`src/rtl/pipeline_hazard_controller.sv`:
```
// pipeline_hazard_controller
// Sequences the 5-stage MIPS pipeline around load-use and control hazards.
// It drives the PC and IF/ID load enables and the IF/ID and ID/EX flushes.
// The outputs are Mealy outputs decoded from the registered state, the down-counter
// and the current hazard inputs, so they act in the same cycle.
// Optional feature: define HAZARD_PERF_COUNTERS_EN to build saturating stall and
// flush cycle counters. When it is undefined, both counter ports read 0.
`timescale 1ns/1ps

module pipeline_hazard_controller #(
    parameter int LOAD_USE_STALL_CYCLES = 1,
    parameter int BRANCH_FLUSH_CYCLES   = 1,
    parameter int CNT_WIDTH             = 16
) (
    input  logic                 clk,
    input  logic                 reset,
    input  logic [4:0]           id_rs_i,
    input  logic [4:0]           id_rt_i,
    input  logic                 id_uses_rt_i,
    input  logic [4:0]           ex_rt_i,
    input  logic                 ex_mem_read_i,
    input  logic                 ex_branch_taken_i,
    input  logic                 id_jump_i,
    input  logic                 id_jr_i,
    output logic                 pc_write_o,
    output logic                 if_id_write_o,
    output logic                 if_id_flush_o,
    output logic                 id_ex_flush_o,
    output logic [1:0]           state_o,
    output logic [CNT_WIDTH-1:0] stall_count_o,
    output logic [CNT_WIDTH-1:0] flush_count_o
);

    typedef enum logic [1:0] {
        RUN     = 2'b00,
        STALL   = 2'b01,
        FLUSH   = 2'b10,
        ILLEGAL = 2'b11
    } state_t;

    // The value loaded into cnt is the number of cycles that remain after the triggering cycle.
    localparam logic [2:0] LU_RELOAD = 3'(LOAD_USE_STALL_CYCLES - 1);
    localparam logic [2:0] BR_RELOAD = 3'(BRANCH_FLUSH_CYCLES - 1);

    state_t     state, state_nxt;
    logic [2:0] cnt, cnt_nxt;
    logic       load_use;

    // Load-use hazard: a load in EX writes a register that the instruction in ID reads. $0 is excluded.
    assign load_use = ex_mem_read_i && (ex_rt_i != 5'd0) &&
                      ((ex_rt_i == id_rs_i) || (id_uses_rt_i && (ex_rt_i == id_rt_i)));

    // Next state, next count and the Mealy outputs. Priority is branch > jump/jr > load-use > state.
    always_comb begin
        // NOTE: every output of this block gets a default first so no path can infer a latch.
        pc_write_o    = 1'b1;
        if_id_write_o = 1'b1;
        if_id_flush_o = 1'b0;
        id_ex_flush_o = 1'b0;
        state_nxt     = RUN;
        cnt_nxt       = 3'd0;

        if (ex_branch_taken_i) begin
            // A taken branch discards both younger instructions and restarts any flush sequence.
            if_id_flush_o = 1'b1;
            id_ex_flush_o = 1'b1;
            if (BRANCH_FLUSH_CYCLES > 1) begin
                state_nxt = FLUSH;
                cnt_nxt   = BR_RELOAD;
            end
        end else begin
            case (state)
                RUN: begin
                    if (id_jump_i || id_jr_i) begin
                        // The jump target is already known in ID, so only the fetched slot is squashed.
                        if_id_flush_o = 1'b1;
                    end else if (load_use) begin
                        pc_write_o    = 1'b0;
                        if_id_write_o = 1'b0;
                        id_ex_flush_o = 1'b1;
                        if (LOAD_USE_STALL_CYCLES > 1) begin
                            state_nxt = STALL;
                            cnt_nxt   = LU_RELOAD;
                        end
                    end
                end
                STALL: begin
                    // ID is frozen here, so a jump in ID is presented again after the stall ends.
                    pc_write_o    = 1'b0;
                    if_id_write_o = 1'b0;
                    id_ex_flush_o = 1'b1;
                    if (cnt != 3'd1) begin
                        state_nxt = STALL;
                        cnt_nxt   = cnt - 3'd1;
                    end
                end
                FLUSH: begin
                    if_id_flush_o = 1'b1;
                    id_ex_flush_o = 1'b1;
                    if (cnt != 3'd1) begin
                        state_nxt = FLUSH;
                        cnt_nxt   = cnt - 3'd1;
                    end
                end
                default: begin
                    // The unused encoding behaves as idle RUN and returns to RUN next cycle.
                end
            endcase
        end
    end

    // State and down-counter registers. Reset drops any pending stall or flush.
    always_ff @(posedge clk or posedge reset) begin
        if (reset) begin
            state <= RUN;
            cnt   <= 3'd0;
        end else begin
            // NOTE: sequential state uses non-blocking assignments so every flop samples pre-edge values.
            state <= state_nxt;
            cnt   <= cnt_nxt;
        end
    end

    assign state_o = state;

`ifdef HAZARD_PERF_COUNTERS_EN
    // Saturating counters of stall cycles (PC held) and flush cycles (IF/ID squashed).
    always_ff @(posedge clk or posedge reset) begin
        if (reset) begin
            stall_count_o <= '0;
            flush_count_o <= '0;
        end else begin
            if (!pc_write_o && (stall_count_o != '1))
                stall_count_o <= stall_count_o + 1'b1;
            if (if_id_flush_o && (flush_count_o != '1))
                flush_count_o <= flush_count_o + 1'b1;
        end
    end
`else
    assign stall_count_o = '0;
    assign flush_count_o = '0;
`endif

endmodule
```
`config.mk`:
```
export PLATFORM = sky130hd
export DESIGN_NAME = pipeline_hazard_controller
export DESIGN_NICKNAME = d
export VERILOG_FILES = /design/src/rtl/pipeline_hazard_controller.sv
export SDC_FILE = /design/constraint.sdc
export NUM_CORES = 1
export LEC_CHECK = 0
export CORE_MARGIN = 4
export CORE_UTILIZATION = 32
export CTS_CLUSTER_SIZE = 16
export DETAILED_ROUTE_END_ITERATION = 16
export GPL_TIMING_DRIVEN = 0
export PLACE_DENSITY = 0.8
export SYNTH_ARGS = -nofsm -noshare
export SYNTH_HDL_FRONTEND = slang
export SYNTH_SLANG_ARGS = --single-unit
export TNS_END_PERCENT = 50
```
`constraint.sdc`:
```
create_clock -name clk -period 1.5 [get_ports clk]
set_input_delay 0.225 -clock clk [delete_from_list [all_inputs] [get_ports clk]]
set_output_delay 0.225 -clock clk [all_outputs]
set_load 0.02 [all_outputs]
```
-- Word level (Yosys, flattened, before mapping)
Cells that the tools add are included.
Widths: inputs -> output; s select.
- output and inout bits: 38
- input port bits: 22
- register bits: 5
- logic and storage cells: 34
- reduce and logical (&&, ||, !) cells: 8
- add/sub/neg operators: 1
- eq/ne operators: 5
- muxes and demuxes: 18
- operators by type and width (kind ; number):
    $eq 5x5->1 ; 2
    $mux 1 ; 9
    $mux 3 ; 3
    $pmux 1 s2 ; 3
    $reduce_bool 5->1 ; 1
    $mux 2 ; 2
    $pmux 2 s2 ; 1
    $logic_and 1x1->1 ; 3
    $ne 3x1->1 const B ; 1
    $sub 3x1->3 const B ; 1
    $eq 2x1->1 const B ; 1
    $eq 2x2->1 const B ; 1
    $logic_not 2->1 ; 1
    $logic_or 1x1->1 ; 2
    $reduce_or 2->1 ; 1

-- Longest topological paths before layout
- word-level depth: 8
- mapped depth: 5
- mapped depth without buffers: 5

-- Worst setup path before layout
Ideal clock, no wire load.
- path kind: register to output
- start point: register state[0] (netlist: state_o[0])
- end point: output port pc_write_o
- required time: 1.275 ns
- stages on the path, launching flop included: 6
- path buffers: 1
- arrival time: 1.437 ns
- slack: -0.162 ns
- cell sequence: dfrtp_1 inv_1 ha_1 o2111ai_2 o32a_1 buf_4
- word-level cells in the longest chain between the ends: 3
- elaborated cells on any way between the ends: 4
- classes of those cells: eq/ne: 1; mux: 2; reduce/logical: 1
- RTL lines (element ; RTL line ; source):
    start, declared ; 45 ; state_t state, state_nxt;
    start signal, assigned ; 119 ; state <= state_nxt;
    $eq 2x1->1 or $logic_not 2->1 (tied branches) ; n/a ;
    $pmux 1 s2 (*) ; n/a ;
    $mux 1 (*) ; n/a ;
    end, declared ; 25 ; output logic pc_write_o,
Mark *: on every way between the ends. The rest lies on a longest branch, timed or not.

-- Worst setup path in the final report
- start point: input port id_rt_i[4]
- end point: output port pc_write_o
- word-level cells in the longest chain between the ends: 8
- RTL lines (element ; RTL line ; source):
    start, declared ; 18 ; input logic [4:0] id_rt_i,
    $eq 5x5->1 ; 51 ; ((ex_rt_i == id_rs_i) || (id_uses_rt_i && (ex_rt_i == id_rt_i)));
    $logic_and 1x1->1 ; 51 ;
    $logic_or 1x1->1 ; 51 ;
    $logic_and 1x1->1 ; 50 ; assign load_use = ex_mem_read_i && (ex_rt_i != 5'd0) &&
    $mux 1 ; 77 ; end else if (load_use) begin
    $mux 1 ; 74 ; if (id_jump_i || id_jr_i) begin
    $pmux 1 s2 ; 72 ; case (state)
    $mux 1 ; 63 ; if (ex_branch_taken_i) begin
No other way between the ends.

==> results.md <==
- Status: complete, but fails checks
- Failing checks: negative setup slack
- Most frequent cells in the layout: buf_4 (37), conb_1 (32), xor2_1 (8), clkdlybuf4s50_1 (7), dlygate4sd2_1 (7)
- First-pass GRT wire length: 2546 um
- CP max stage cell: o32a_1
- Clock-pin slew on the worst setup and hold paths: 0.04 ns
- Static leakage power: 0.6753 nW
- Setup crit end kind: primary output
- Post-Route Skew: 0.0001775 ns
- Die Span X: 55.09 um
- Fin. max-slew vios: 0
- H-tree levels: 1
- Netlist cell types: 22
- Seq. cell area: 127.6 um^2
- Root buffer cell: clkbuf_4
- Mux cell area share after synthesis: 0.01411
- WP data required: 1.27 ns
- Crit path DAT: 1.63 ns
- Global route overflow: 0
- Routed Antenna Nets: 0
- Max cap viols: 0
- Largest family of logic cells by synthesized area: buffers and inverters
- Clock latency on the worst-skew pair: 0.24 ns
- Detailed Route Iter0 Violations: 1
- WS Path Type: in2out
- Final Cycle Share: 1.239
- Critical path startpoint category: primary input
- R2R depth: 4
- RSZ-0062 raised after global routing: yes
- Placed wire-length estimate: 1649 um
- DRT Wirelength: 1877 um
- Worst vdd ir: 0.3852 mV
- Post-Synth XOR/XNOR Area: 0.1235
- Synthesized area: 709.4 um^2
- Max Fclk: 0.5380 GHz
- Most common cell after layout, fill and taps aside: buf_4
- Crit-path cells: clkdlybuf4s15_1, xor2_1, nor4_2, a32oi_2, o32a_1, buf_6, buf_6
- Post-synthesis compound-gate area fraction: 0.07231
- Simple-gate share of the synthesized area: 0.1217
- Starting Density: 0.3474
- Cell Pwr Density: 451.6 nW/um^2
- Yosys Warn Count: 0
- Die Y: 55.09 um
- CP max stage delay: 0.38 ns
- Max clock buf depth: 2
- GP Congestion: 0.6811
- CORE AREA: 2042 um^2
- DR WL/cell: 10.60 um
- Mean Syn Cell Area: 8.446 um^2
- Initial antenna violation count: 0
- Overall power: 0.0005481 W
- Via-to-Cell Ratio: 3.718
- Period minus WS final: 1.859 ns
- Synthesized flop and latch total: 5
- CTS tree: done
- DRC: 0
- I/O Pins: 60
- Rows: 16
- First drt pass iteration count: 2
- Cells after Synth: 84
- Vias in the first global route: 615
- Fin Setup TNS: -0.9161 ns
- Final setup vio count: 3
- Via Count: 658
- # port buffers: 27
- Final Hold Fails: 0
- Multi-input logic area: 488.0 um^2
- CTS Buf Count: 3
- Proportion of layout cells with a drive suffix above 1: 0.4133
- Register area share after synthesis: 0.1764
- CTS Sinks: 5
- Post-route setup slack: -0.3587 ns
- Area grow syn2layout: 71.08%
- Die ar.: 3034 um^2
- N_diodes: 0
- Largest net degree at the start of global routing: 6
- GRT Util Overall: 0.1188
- Nets: 179
- Adder-Cell Fraction of Synth Area: 0.1058
- Most frequent CP cell: buf_6
- CP Max Fanout: 2
- # fillers: 191
- Worst min-delay path class: in2async
==> cells by family (layout without fill, tap and decap cells) <==
kind of cell	after synthesis	count (layout)
buffers and inverters	39	74
xor gates and xnor gates	10	10
and+or+nand+nor	16	16
AOI/OAI and AO/OA	6	6
other	1	32
DFF	5	5
muxes	1	1
adders and majority gates	6	6
==> where the power goes <==
group          switching (W)  total [W]  internal [W]  leakage [nW]
registers                  0   0.000135      0.000135        0.0665
clock network      0.0000593   0.000160      0.000101        0.0150
logic               0.000134   0.000253      0.000119         0.594
==> through the flow <==
step / setup WS [ns] / cells / utilization / hold WS, ns / instance area, um^2
after floorplan: -0.1514 / 115 / - / 0.003384 / 844.6
after global placement: -1.095 / 169 / 0.5625 / 0.4257 / 1149
after detailed placement: -1.115 / 169 / 0.5625 / 0.4344 / 1149
after CTS: -0.3384 / 177 / 0.5790 / 0.1718 / 1182
after global routing: -0.4298 / 177 / 0.5944 / 0.1814 / 1214
final: -0.3587 / 177 / 0.5944 / 0.1712 / 1214
==> state kept, by name (all words and copies together), names as in the netlist <==
name     count
cnt          3
state_o      2
==> layer usage <==
metal	global-route usage	share of wire
met3	0.04290	0.19
met1	0.09724	0.27
met5	0	0
met4	0.07287	0.014
met2	0.2343	0.52
==> path summary, 6_finish.rpt <==
kind | startpoint | to | slack, ns
max | id_rt_i[4] | pc_write_o | -0.36
min | reset | cnt[1] | 0.17
max reg2reg | state_o[1] | state_o[1] | 0.42
min reg2reg | cnt[0] | cnt[0] | 0.49
max in group asynchronous | reset | state_o[0] | 1.15
min in group clk | cnt[0] | cnt[0] | 0.49
==> cell usage after synthesis (all sizes together) <==
cell type | count | area share
o21ai | 1 | 0.0070
conb | 1 | 0.0053
o31ai | 1 | 0.011
nor2 | 7 | 0.037
o32a | 1 | 0.014
or4 | 1 | 0.011
dfrtp | 5 | 0.18
mux2i | 1 | 0.014
nor4 | 1 | 0.018
xnor2 | 1 | 0.012
nor3b | 1 | 0.011
nand2 | 1 | 0.0053
nor2b | 1 | 0.0088
ha | 6 | 0.11
buf | 33 | 0.35
nand2b | 2 | 0.018
o2111ai | 1 | 0.021
inv | 6 | 0.032
a32oi | 1 | 0.012
nor3 | 2 | 0.014
xor2 | 9 | 0.11
a21oi | 1 | 0.0070
==> repair_timing <==
item	CTS	global route
pin swaps	8	6
resized for setup	46	13
endpoints found under the setup margin	4	4
hold buffers	0	0
buffers inserted	4	0
==> area by class of cell <==
cell class | count | share of cell area
well taps | 27 | 0.02784
inverters | 6 | 0.01856
repair buffers | 31 | 0.2175
plain buffers | 33 | 0.2072
flip-flops and latches | 5 | 0.1052
clock buffers | 4 | 0.02165
multi-input cells | 71 | 0.4021
==> critical path: cells and delay by family <==
kind	cells	cell delay, ns
compound gates	2	0.55
buf+inv	3	0.43
simple gates	1	0.25
xor+xnor	1	0.18
Note: power is estimated with default switching activity, not from simulation.
